## config.mk

```make
export PLATFORM = sky130hd
export DESIGN_NAME = ble_packet_rx
export DESIGN_NICKNAME = d
export VERILOG_FILES = /design/src/rtl/ble_rx_pkg.sv /design/src/rtl/ble_lfsr_dewhiten_crc.sv /design/src/rtl/ble_packet_rx.sv
export SDC_FILE = /design/constraint.sdc
export NUM_CORES = 1
export LEC_CHECK = 0
export ABC_CLOCK_PERIOD_IN_PS = 3300
export BUFFER_PORTS_ARGS = -buffer_cell sky130_fd_sc_hd__buf_4
export CORE_MARGIN = 1.5
export CORE_UTILIZATION = 40
export DETAILED_ROUTE_END_ITERATION = 7
export GPL_TIMING_DRIVEN = 0
export MAX_ROUTING_LAYER = met4
export PLACE_DENSITY = 0.64
export SKIP_LAST_GASP = 1
export SYNTH_ARGS = -nofsm -noshare
export SYNTH_HDL_FRONTEND = slang
export SYNTH_SLANG_ARGS = --single-unit
```

## constraint.sdc

```tcl
create_clock -name symbol_clk -period 3.3 [get_ports symbol_clk]
set_input_delay 0.33 -clock symbol_clk [delete_from_list [all_inputs] [get_ports symbol_clk]]
set_output_delay 0.33 -clock symbol_clk [all_outputs]
set_load 0.01 [all_outputs]
```

## src/rtl/ble_rx_pkg.sv

```systemverilog
`timescale 1ns/1ps
`default_nettype none
// ============================================================================
// Module   : ble_rx_pkg
// Purpose  : Shared types and constants for the BLE link-layer receiver:
//            receiver state encoding, frame field lengths, the advertising
//            access address and the default CRC polynomial/seed.
// Ports    : none (package)
// Revision : 1.0 - initial release
// ============================================================================
package ble_rx_pkg;

    typedef enum logic [1:0] {
        ST_HUNT    = 2'd0,
        ST_HEADER  = 2'd1,
        ST_PAYLOAD = 2'd2,
        ST_CRC     = 2'd3
    } state_t;

    localparam int          HEADER_BITS      = 16;
    localparam int          CRC_BITS         = 24;
    localparam logic [31:0] BLE_ADV_AA       = 32'h8E89BED6;
    localparam logic [23:0] DEFAULT_CRC_POLY = 24'h00065B;
    localparam logic [23:0] DEFAULT_CRC_INIT = 24'h555555;

endpackage : ble_rx_pkg
`default_nettype wire

```

## src/rtl/ble_lfsr_dewhiten_crc.sv

```systemverilog
`timescale 1ns/1ps
`default_nettype none
// ============================================================================
// Module   : ble_lfsr_dewhiten_crc
// Purpose  : Combined 7-bit dewhitening LFSR and 24-bit CRC engine. A seed
//            pulse makes the current bit use the channel seed / CRC seed
//            instead of the stored state, so the first bit of a frame is
//            processed in the same cycle the frame is detected.
// Ports    : symbol_clk   - clock, posedge
//            rst          - asynchronous active-low reset
//            channel      - channel index, forms the whitening seed
//            seed         - use seed values for the bit processed this cycle
//            step         - advance LFSR and CRC by one bit
//            din          - raw received bit
//            dout         - dewhitened bit (combinational)
//            residue_zero - CRC value after this step is all zero
// Revision : 1.0 - initial release
// ============================================================================
module ble_lfsr_dewhiten_crc
    import ble_rx_pkg::*;
#(
    parameter logic [23:0] CRC_POLY    = DEFAULT_CRC_POLY,
    parameter logic [23:0] CRC_INIT    = DEFAULT_CRC_INIT,
    parameter bit          DEWHITEN_EN = 1'b1
) (
    input  logic       symbol_clk,
    input  logic       rst,
    input  logic [5:0] channel,
    input  logic       seed,
    input  logic       step,
    input  logic       din,
    output logic       dout,
    output logic       residue_zero
);

    logic [6:0]  r_lfsr;
    logic [6:0]  w_lfsr_cur;
    logic [6:0]  w_lfsr_nxt;
    logic [23:0] r_crc;
    logic [23:0] w_crc_cur;
    logic [23:0] w_crc_nxt;
    logic        w_fb;

    always_comb begin
        w_lfsr_cur = seed ? {1'b1, channel} : r_lfsr;
        w_crc_cur  = seed ? CRC_INIT : r_crc;

        dout = DEWHITEN_EN ? (din ^ w_lfsr_cur[0]) : din;

        // Rotate right; the bit leaving position 0 is also folded into bit 2.
        w_lfsr_nxt    = {w_lfsr_cur[0], w_lfsr_cur[6:1]};
        w_lfsr_nxt[2] = w_lfsr_nxt[2] ^ w_lfsr_cur[0];

        w_fb      = w_crc_cur[23] ^ dout;
        w_crc_nxt = {w_crc_cur[22:0], 1'b0} ^ (w_fb ? CRC_POLY : 24'h000000);
    end

    assign residue_zero = (w_crc_nxt == 24'h000000);

    always_ff @(posedge symbol_clk or negedge rst) begin
        if (!rst) begin
            r_lfsr <= '0;
            r_crc  <= '0;
        end else if (step) begin
            r_lfsr <= w_lfsr_nxt;
            r_crc  <= w_crc_nxt;
        end
    end

endmodule : ble_lfsr_dewhiten_crc
`default_nettype wire

```

## src/rtl/ble_packet_rx.sv

```systemverilog
`timescale 1ns/1ps
`default_nettype none
// ============================================================================
// Module   : ble_packet_rx
// Purpose  : Bit-serial BLE link-layer receiver. Hunts for any of NUM_AA
//            programmable access addresses, dewhitens, parses the 16-bit PDU
//            header, frames the payload by the length byte, and checks the
//            24-bit CRC once at frame end. Decoded bytes stream out.
// Ports    : symbol_clk - clock, posedge
//            rst        - asynchronous active-low reset
//            en         - receiver enable; low returns to hunting
//            symbol_in  - sliced symbol
//            acc_addr   - packed access addresses, slot i at [i*LEN +: LEN]
//            aa_enable  - per-slot match enable
//            channel    - channel index (whitening seed)
//            byte_out   - decoded header/payload byte
//            byte_valid - strobe qualifying byte_out
//            pkt_start  - strobe after an access-address match
//            pkt_done   - strobe at frame end or on length error
//            crc_ok     - CRC result, valid with pkt_done
//            len_error  - strobe, header length above MAX_PDU_LEN
//            aa_idx     - matched slot
//            pdu_len    - header length byte
//            busy       - frame in progress
// Revision : 1.0 - initial release
// ============================================================================
module ble_packet_rx
    import ble_rx_pkg::*;
#(
    parameter int          NUM_AA       = 4,
    parameter int          ACC_ADDR_LEN = 32,
    parameter int          MAX_PDU_LEN  = 255,
    parameter logic [23:0] CRC_POLY     = DEFAULT_CRC_POLY,
    parameter logic [23:0] CRC_INIT     = DEFAULT_CRC_INIT,
    parameter bit          DEWHITEN_EN  = 1'b1
) (
    input  logic                                          symbol_clk,
    input  logic                                          rst,
    input  logic                                          en,
    input  logic                                          symbol_in,
    input  logic [NUM_AA*ACC_ADDR_LEN-1:0]                acc_addr,
    input  logic [NUM_AA-1:0]                             aa_enable,
    input  logic [5:0]                                    channel,
    output logic [7:0]                                    byte_out,
    output logic                                          byte_valid,
    output logic                                          pkt_start,
    output logic                                          pkt_done,
    output logic                                          crc_ok,
    output logic                                          len_error,
    output logic [((NUM_AA > 1) ? $clog2(NUM_AA) : 1)-1:0] aa_idx,
    output logic [7:0]                                    pdu_len,
    output logic                                          busy
);

    localparam int          AA_IDX_W  = (NUM_AA > 1) ? $clog2(NUM_AA) : 1;
    localparam logic [7:0]  C_MAX_LEN = 8'(MAX_PDU_LEN);
    localparam logic [10:0] C_HDR_LAST = 11'(HEADER_BITS - 1);
    localparam logic [10:0] C_CRC_LAST = 11'(CRC_BITS - 1);

    state_t                  r_state, w_state_nxt;
    logic [ACC_ADDR_LEN-1:0] r_aa_sr;
    logic [10:0]             r_bit_cnt, w_bit_cnt_nxt;
    logic [7:0]              r_shift, w_shift_nxt;
    logic [7:0]              w_byte;
    logic [10:0]             w_pl_last;

    logic [NUM_AA-1:0]       w_slot_hit;
    logic                    w_match;
    logic [AA_IDX_W-1:0]     w_match_idx;

    logic                    w_seed, w_step, w_d, w_residue_zero;

    logic [7:0]              w_byte_out_nxt, w_pdu_len_nxt;
    logic                    w_byte_valid_nxt, w_pkt_start_nxt, w_pkt_done_nxt;
    logic                    w_crc_ok_nxt, w_len_error_nxt, w_busy_nxt;
    logic [AA_IDX_W-1:0]     w_aa_idx_nxt;

    // ------------------------------------------------------------------
    // Access-address comparators
    // ------------------------------------------------------------------
    genvar gi;
    generate
        for (gi = 0; gi < NUM_AA; gi++) begin : g_slot
            assign w_slot_hit[gi] = aa_enable[gi] &&
                (r_aa_sr == acc_addr[gi*ACC_ADDR_LEN +: ACC_ADDR_LEN]);
        end
    endgenerate

    // Descending scan so the lowest matching slot is the one left standing.
    always_comb begin
        w_match     = 1'b0;
        w_match_idx = '0;
        for (int i = NUM_AA - 1; i >= 0; i--) begin
            if (w_slot_hit[i]) begin
                w_match     = 1'b1;
                w_match_idx = AA_IDX_W'(i);
            end
        end
    end

    ble_lfsr_dewhiten_crc #(
        .CRC_POLY    (CRC_POLY),
        .CRC_INIT    (CRC_INIT),
        .DEWHITEN_EN (DEWHITEN_EN)
    ) u_engine (
        .symbol_clk   (symbol_clk),
        .rst          (rst),
        .channel      (channel),
        .seed         (w_seed),
        .step         (w_step),
        .din          (symbol_in),
        .dout         (w_d),
        .residue_zero (w_residue_zero)
    );

    assign w_byte    = {w_d, r_shift[7:1]};
    // Index of the last payload bit: pdu_len*8 - 1 (pdu_len >= 1 here).
    assign w_pl_last = {r_pdu_len_m1(pdu_len), 3'b111};

    function automatic logic [7:0] r_pdu_len_m1(input logic [7:0] len);
        return len - 8'd1;
    endfunction

    // ------------------------------------------------------------------
    // Next-state and registered-output logic
    // ------------------------------------------------------------------
    always_comb begin
        w_state_nxt      = r_state;
        w_bit_cnt_nxt    = r_bit_cnt;
        w_shift_nxt      = r_shift;
        w_byte_out_nxt   = byte_out;
        w_byte_valid_nxt = 1'b0;
        w_pkt_start_nxt  = 1'b0;
        w_pkt_done_nxt   = 1'b0;
        w_len_error_nxt  = 1'b0;
        w_crc_ok_nxt     = crc_ok;
        w_aa_idx_nxt     = aa_idx;
        w_pdu_len_nxt    = pdu_len;
        w_seed           = 1'b0;
        w_step           = 1'b0;

        if (!en) begin
            w_state_nxt   = ST_HUNT;
            w_bit_cnt_nxt = '0;
        end else begin
            case (r_state)
                ST_HUNT: begin
                    if (w_match) begin
                        // The bit arriving on the match edge is header bit 0.
                        w_seed          = 1'b1;
                        w_step          = 1'b1;
                        w_shift_nxt     = w_byte;
                        w_bit_cnt_nxt   = 11'd1;
                        w_state_nxt     = ST_HEADER;
                        w_aa_idx_nxt    = w_match_idx;
                        w_pkt_start_nxt = 1'b1;
                        w_crc_ok_nxt    = 1'b0;
                        w_pdu_len_nxt   = 8'd0;
                    end
                end

                ST_HEADER: begin
                    w_step      = 1'b1;
                    w_shift_nxt = w_byte;
                    if (r_bit_cnt[2:0] == 3'b111) begin
                        w_byte_out_nxt   = w_byte;
                        w_byte_valid_nxt = 1'b1;
                    end
                    if (r_bit_cnt == C_HDR_LAST) begin
                        w_bit_cnt_nxt = '0;
                        w_pdu_len_nxt = w_byte;
                        if (w_byte > C_MAX_LEN) begin
                            w_len_error_nxt = 1'b1;
                            w_pkt_done_nxt  = 1'b1;
                            w_crc_ok_nxt    = 1'b0;
                            w_state_nxt     = ST_HUNT;
                        end else if (w_byte == 8'd0) begin
                            w_state_nxt = ST_CRC;
                        end else begin
                            w_state_nxt = ST_PAYLOAD;
                        end
                    end else begin
                        w_bit_cnt_nxt = r_bit_cnt + 11'd1;
                    end
                end

                ST_PAYLOAD: begin
                    w_step      = 1'b1;
                    w_shift_nxt = w_byte;
                    if (r_bit_cnt[2:0] == 3'b111) begin
                        w_byte_out_nxt   = w_byte;
                        w_byte_valid_nxt = 1'b1;
                    end
                    if (r_bit_cnt == w_pl_last) begin
                        w_bit_cnt_nxt = '0;
                        w_state_nxt   = ST_CRC;
                    end else begin
                        w_bit_cnt_nxt = r_bit_cnt + 11'd1;
                    end
                end

                ST_CRC: begin
                    w_step = 1'b1;
                    if (r_bit_cnt == C_CRC_LAST) begin
                        w_bit_cnt_nxt  = '0;
                        w_pkt_done_nxt = 1'b1;
                        w_crc_ok_nxt   = w_residue_zero;
                        w_state_nxt    = ST_HUNT;
                    end else begin
                        w_bit_cnt_nxt = r_bit_cnt + 11'd1;
                    end
                end

                default: begin
                    w_state_nxt   = ST_HUNT;
                    w_bit_cnt_nxt = '0;
                end
            endcase
        end

        w_busy_nxt = (w_state_nxt != ST_HUNT);
    end

    always_ff @(posedge symbol_clk or negedge rst) begin
        if (!rst) begin
            r_state    <= ST_HUNT;
            r_aa_sr    <= '0;
            r_bit_cnt  <= '0;
            r_shift    <= '0;
            byte_out   <= '0;
            byte_valid <= 1'b0;
            pkt_start  <= 1'b0;
            pkt_done   <= 1'b0;
            crc_ok     <= 1'b0;
            len_error  <= 1'b0;
            aa_idx     <= '0;
            pdu_len    <= '0;
            busy       <= 1'b0;
        end else begin
            r_state    <= w_state_nxt;
            r_aa_sr    <= {r_aa_sr[ACC_ADDR_LEN-2:0], symbol_in};
            r_bit_cnt  <= w_bit_cnt_nxt;
            r_shift    <= w_shift_nxt;
            byte_out   <= w_byte_out_nxt;
            byte_valid <= w_byte_valid_nxt;
            pkt_start  <= w_pkt_start_nxt;
            pkt_done   <= w_pkt_done_nxt;
            crc_ok     <= w_crc_ok_nxt;
            len_error  <= w_len_error_nxt;
            aa_idx     <= w_aa_idx_nxt;
            pdu_len    <= w_pdu_len_nxt;
            busy       <= w_busy_nxt;
        end
    end

endmodule : ble_packet_rx
`default_nettype wire

```

## Word-level counts from Yosys, hierarchy flattened

Cells that the tools add are included.
Widths: inputs -> output; s select.

- Output and inout bits: 24
- Register bits: 108
- Input bits: 142
- Logic and storage cells: 106

- Muxes and demuxes: 50
- Reductions and logical operators: 18
- $add $sub $neg: 2
- Magnitude comparators: 1
- Equality and inequality tests: 16
- Bitwise operators: 4

Operators by type and width:

| cell | count |
|---|---|
| $eq 32x32->1 | 4 |
| $mux 11 | 6 |
| $pmux 11 s4 | 1 |
| $pmux 8 s2 | 2 |
| $logic_not 24->1 | 1 |
| $mux 24 | 1 |
| $mux 8 | 3 |
| $xor 24x24->24 | 1 |
| $mux 1 | 22 |
| $mux 2 | 10 |
| $add 11x1->11 const B | 1 |
| $eq 11x11->1 | 1 |
| $eq 11x4->1 const B | 1 |
| $eq 11x5->1 const B | 1 |
| $reduce_and 3->1 | 3 |
| $gt 8x8->1 const B | 1 |
| $logic_not 8->1 | 1 |
| $ne 2x2->1 const B | 4 |
| $pmux 2 s4 | 1 |
| $sub 8x1->8 const B | 1 |
| $mux 7 | 1 |
| $reduce_and 6->1 | 1 |
| $reduce_bool 2->1 | 3 |
| $eq 2x2->1 const B | 2 |
| 12 further kinds | 18 |

## Depth between registers and ports, before layout

- Word-level depth: 18
- Gate-level depth with buffers: 18
- Gate-level depth less buffers: 16

## By module

A second synthesis with hierarchy kept.

- Cell total of the unflattened synthesis: 653
- Area total of the unflattened synthesis: 6487.5 sq um

By module, submodules not included:

| module | area an instance (sq um) | seq. area each (sq um) | instances | cells each |
|---|---|---|---|---|
| ble_packet_rx | 4972.3 | 1876.8 | 1 | 504 |
| ble_lfsr_dewhiten_crc | 1515.2 | 775.7 | 1 | 149 |

## Worst setup path after synthesis

OpenSTA, ideal clock, no wires.

- Kind: flip-flop to flip-flop
- From: register r_aa_sr[24]
- To: register crc_ok
- Setup time: 104 ps
- Data arrival time: 3094 ps
- Clock period less this slack: 3197 ps
- Required time: 3196 ps
- Buffers on the path: 1
- Cell stages (with the launch flop): 18
- Path slack: 103 ps
- Cells stage by stage: dfrtp_1 -> xnor2_1 -> nand3_1 -> or4b_1 -> nor4_1 -> o41a_1 -> buf_2 -> o21ai_1 -> and2_1 -> inv_1 -> ha_1 -> nor4bb_1 -> nand4_1 -> nor4_1 -> nand3_1 -> nor3_1 -> nand3_1 -> o311ai_1

- Cells in the longest elaborated chain, start to end: 17
- Elaborated cells on any way between the ends: 28
- Classes of those cells: 1 x order compare; 6 x eq/ne; 12 x mux; 3 x bitwise; 6 x reduce/logical

Ends and longest elaborated chain:

| what | line | text |
|---|---|---|
| start: declaration | ble_packet_rx.sv:61 | `logic [ACC_ADDR_LEN-1:0] r_aa_sr;` |
| start signal: assignment | ble_packet_rx.sv:241 | `r_aa_sr <= {r_aa_sr[ACC_ADDR_LEN-2:0], symbol_in};` |
| $eq 32x32->1 | ble_packet_rx.sv:85 | `(r_aa_sr == acc_addr[gi*ACC_ADDR_LEN +: ACC_ADDR_LEN]);` |
| $logic_and 1x1->1 | ble_packet_rx.sv:84 | `assign w_slot_hit[gi] = aa_enable[gi] &&` |
| $mux 1 (3 in a row) | ble_packet_rx.sv:94 | `if (w_slot_hit[i]) begin` |
| $mux 1 * | ble_packet_rx.sv:94 |  |
| $mux 1 | ble_packet_rx.sv:148 | `if (w_match) begin` |
| $mux 1 | ble_packet_rx.sv:146 | `case (r_state)` |
| $mux 1 | ble_packet_rx.sv:142 | `if (!en) begin` |
| $mux 7 | ble_lfsr_dewhiten_crc.sv:45 | `w_lfsr_cur = seed ? {1'b1, channel} : r_lfsr;` |
| $xor 1x1->1 | ble_lfsr_dewhiten_crc.sv:48 | `dout = DEWHITEN_EN ? (din ^ w_lfsr_cur[0]) : din;` |
| $xor 1x1->1 | ble_lfsr_dewhiten_crc.sv:54 | `w_fb = w_crc_cur[23] ^ dout;` |
| $mux 11 | ble_lfsr_dewhiten_crc.sv:55 | `w_crc_nxt = {w_crc_cur[22:0], 1'b0} ^ (w_fb ? CRC_POLY : 24'h000000);` |
| $xor 24x24->24 | ble_lfsr_dewhiten_crc.sv:55 |  |
| $logic_not 24->1 | ble_lfsr_dewhiten_crc.sv:58 | `assign residue_zero = (w_crc_nxt == 24'h000000);` |
| $mux 1 | ble_packet_rx.sv:204 | `if (r_bit_cnt == C_CRC_LAST) begin` |
| $pmux 1 s3 | ble_packet_rx.sv:146 |  |
| end signal: assignment | ble_packet_rx.sv:248 | `crc_ok <= w_crc_ok_nxt;` |
| end: declaration | ble_packet_rx.sv:48 | `output logic crc_ok,` |

Mark *: on every way between the ends. The rest lies on a longest branch, timed or not. The select of a mux whose other input is x is not followed.
A chain may end at the register's enable or synchronous reset.

## Worst setup path in the final report

- From: register r_aa_sr[1]
- To: register crc_ok

The elaborated chain is that of the path after synthesis.

==> results.txt <==
Total power for the finished layout comes to 4.55 mW. The final setup violation count was 1. Clock tree synthesis selected as its root buffer the cell clkbuf_16.

The logs give 5910 for the number of global-route vias before repair and 1011 for the post-placement cell count. In this run the mean area of a mapped cell was 9.98 sq um. TritonCTS built the clock tree. The detailed-route wire length is 22500 um. Detailed routing placed a total of 1580 um of wire on met3. The tools report the post-route antenna net violation count as 0. The die is 129 um tall. Capturing element type of the critical path: a register. The floorplan step set the die width to 129 um. For the arrival time reported for the critical path endpoint, the log shows 3.82 ns. After synthesis, the largest family of logic cells by area is simple AND/OR/NAND/NOR gates.

The run finished, with violations left. The tools report the count of endpoints failing hold in the final timing report as 0. Max-cap violations in this run came to 0. The fraction of the yosys area taken by sequential cells is 41.7%. The Yosys step of the flow raised 0 warnings. Clock latency on the worst-skew pair: 0.35 ns. The count of buffers added on input and output ports is 163.

For the final-report max-slew violation count, the log shows 0. The area growth from synthesis to final layout came out at 37.6%. The run gives 45 as the site row count.

Counting flops with an async set or reset pin after synthesis yields a share of 100%. The final reports fail on setup timing. 166 I/O pins were placed. For the global router's overall resource usage, the log shows 28.0%.

The largest area contributor in the netlist was dfrtp_1. The tools report the routed length on met1 as 9320 um. The commonest non-fill, non-tap cell in the layout is buf_4. The tools report the total number of nets in the final design as 990. In the final timing run, aggregate negative setup slack is -0.276 ns.

Along the worst path, the maximum fanout reaches 7. The tightest hold path in the finished design has a slack of 0.140 ns. Path type of the worst setup path: reg2reg.

After detailed routing, the number of vias per cell comes to 5.45. Summed over all nets, the half-perimeter wirelength after detailed placement is 17200 um. Of the available clock period, the critical path in the final layout requires 108%. The count of cells in the finished layout, fillers not included, comes to 1057. The synthesized netlist net count was 787; the total power per unit cell area was 521 nW/um^2.

For the detailed-route via count, the log shows 5758. Synthesis produced a netlist whose cell count is 637. The run gives 3.55 ns as the worst endpoint required time.

For the summed area of non-filler cells in the final layout, the log shows 8750 sq um. The region available for standard cell placement spans 15400 sq um. The post-synthesis adder-cell area fraction works out to 1.57%. STA classifies the critical path startpoint as a register. The synthesized netlist devotes 9.45% of its cell area to compound gates. The placed instances occupy a cell area of 7850 sq um. The routed design uses 10900 um of met2 wire.

In this run, distinct cell masters in the synthesized netlist total 62. The logs give 0 for the DRC violation count after routing and -1.06 ns for the worst setup slack before clock tree synthesis. Summed over all cells, the static leakage comes to 3.87 nW.

Effective utilization at floorplan: 41.4%. Most common flop cell mapped by yosys: dfrtp_1. The clock period minus final worst setup slack was 3.58 ns. The top cell types in the final layout, fill and taps aside, are buf_4, xor2_1, dfrtp_1, nor4_1, nand2_1. The flop and latch count out of synthesis works out to 106. The clock transition time at the flip-flop clock pins of the worst setup and hold paths was 0.07 ns.

The utilization after layout is 56.9%, and the worst path setup slack after routing is -0.276 ns. No sink is reached through more buffers than the 2 on the longest clock path. At the pin with the least slew margin, the transition time is 0.816 ns. Combinational cells account for 32.1% of the total power.

The CTS sink count was 106; the TritonCTS buffer count was 9. The synthesized netlist occupies a cell area of 6360 sq um. The H-tree generated during clock tree synthesis spans 3 levels.

The fraction of post-synthesis cell area in the top cell type by area is 41.7%, and the net switching power is 1.54 mW. The type of the tightest min-delay check is in2reg. In the post-synthesis netlist, the biggest area contributors are dfrtp_1, xor2_1, nor4_1. The highest metal layer carrying signal wires in the routed design is met4. The pre-antenna-repair detailed-routing pass consisted of 5 iterations. The first global-routing pass estimated 33600 um of wire.

Dividing the detail-routed wire length by the instance count gives 21.2 um. The share of total power dissipated in the clock network is 26.0%. The switching power as a share of total power was 33.9%; the share of final-layout standard cells stronger than drive strength 1 was 36.0%.

Summing the areas of all xor and xnor instances in the mapped netlist gives 19.3% of the synthesized area. Setup repair after global routing could not meet its margin everywhere. In this run, synthesis inferred 0 flip-flops with an integrated enable. The floorplan step defined a die boundary enclosing 16700 sq um.

Summed over all layers, the global routing overflow is 0. The internal power contribution is 3.01 mW, and the maximum achievable frequency is 0.280 GHz. The run gives 1 as the number of antenna violations at the first check in global routing. The run gives 0.359 mV as the maximum resistive drop on vdd. The final clock skew is 0.00867 ns, and the post-synthesis mux area share is 4.23%.

At the end of routability-driven placement, the weighted congestion stood at 0.935. Entering global routing, the biggest net connects 107 pins. The worst slew margin relative to its limit is 45.4%. Sequential cells account for 41.9% of the total power.

The violation count after the first detailed-routing iteration is 329, and the synthesized-area fraction occupied by and/or/nand/nor cells is 21.1%.
-- layout make-up --
class / instances / area (sq um)
Antenna cell: 1 / 2.50
Buffer: 14 / 87.6
Clock buffer: 11 / 243
Clock inverter: 5 / 86.3
Fill cell: 1413 / 6620
Inverter: 23 / 88.8
Multi-Input combinational cell: 494 / 3780
Sequential cell: 106 / 2690
Tap cell: 211 / 264
Timing Repair Buffer: 192 / 1510
-- critical path, stage by stage, from the launching register on --
cell	delay, ns
dfrtp_2	0.46
buf_4	0.19
xor2_1	0.22
nor4_1	0.08
nand4_1	0.14
nor3_2	0.09
o41a_1	0.45
buf_6	0.16
a21o_2	0.24
and2_4	0.19
inv_4	0.06
ha_4	0.11
nor4bb_4	0.17
nand4_1	0.14
nor4_2	0.24
nand3_1	0.19
nor3_2	0.16
nand3_1	0.11
o311ai_1	0.10
-- synth_stat cells, types with 7 or more instances --
cell type and instances:
mux2i_1 10, a22o_1 7, nand2b_1 12, nand3_1 20, nand4_1 13, nor4_1 57
nand2_1 39, dfrtp_1 106, and3_1 7, mux2_2 15, nor2_1 33, xnor2_1 21
a21oi_1 10, ha_1 8, xor2_1 119, o21ai_0 27, inv_1 23, nor3_1 11
-- metal layers --
metal	global-route usage (%)	vias to the layer above
met5	-	-
li1	-	2696
met3	6.90	41
met4	10.9	0
met2	45.8	231
met1	33.4	2790
-- worst paths after layout --
check	start	endpoint	slack (ns)	cells after the start
max in group asynchronous	rst	r_aa_sr[11]	2.27	3
setup reg to reg	r_aa_sr[1]	crc_ok	-0.28	18
setup / recovery	r_aa_sr[1]	crc_ok	-0.28	18
hold / removal	symbol_in	r_aa_sr[0]	0.14	1
hold reg to reg	r_aa_sr[19]	r_aa_sr[20]	0.47	0
min in group asynchronous	rst	r_aa_sr[24]	0.34	2
-- cell families after synthesis --
group	count (synthesis)
AOI/OAI and AO/OA	87
xor gates and xnor gates	140
adders and majority gates	8
buffers and inverters	37
DFF	106
muxes	25
other	1
and+or+nand+nor	233
-- registers in the layout, indices dropped and copies added, names as in the netlist, 7 cells and up --
| name | flops |
|---|---|
| r_aa_sr | 32 |
| u_engine.r_crc | 24 |
| r_bit_cnt | 11 |
| byte_out | 8 |
| pdu_len | 8 |
| r_shift | 7 |
| u_engine.r_lfsr | 7 |
-- power groups by stage --
| stage | registers [mW] | clock network, mW | logic [mW] |
|---|---|---|---|
| after floorplan | 1.83 | 0 | 0.855 |
| after CTS | 1.90 | 1.21 | 1.39 |
| after global placement | 1.91 | 0 | 1.29 |
| final | 1.91 | 1.18 | 1.46 |
| after detailed placement | 1.92 | 0 | 1.32 |
| after global routing | 1.95 | 1.26 | 1.62 |
-- repair_timing --
action                                 CTS  global route
hold buffers                             0             1
setup endpoints to repair               10             1
buffers inserted                        23             4
endpoints found under the hold margin    0             2
resized for setup                       44            29
pin swaps                               16            19
Power figures use the tool's default switching activity.
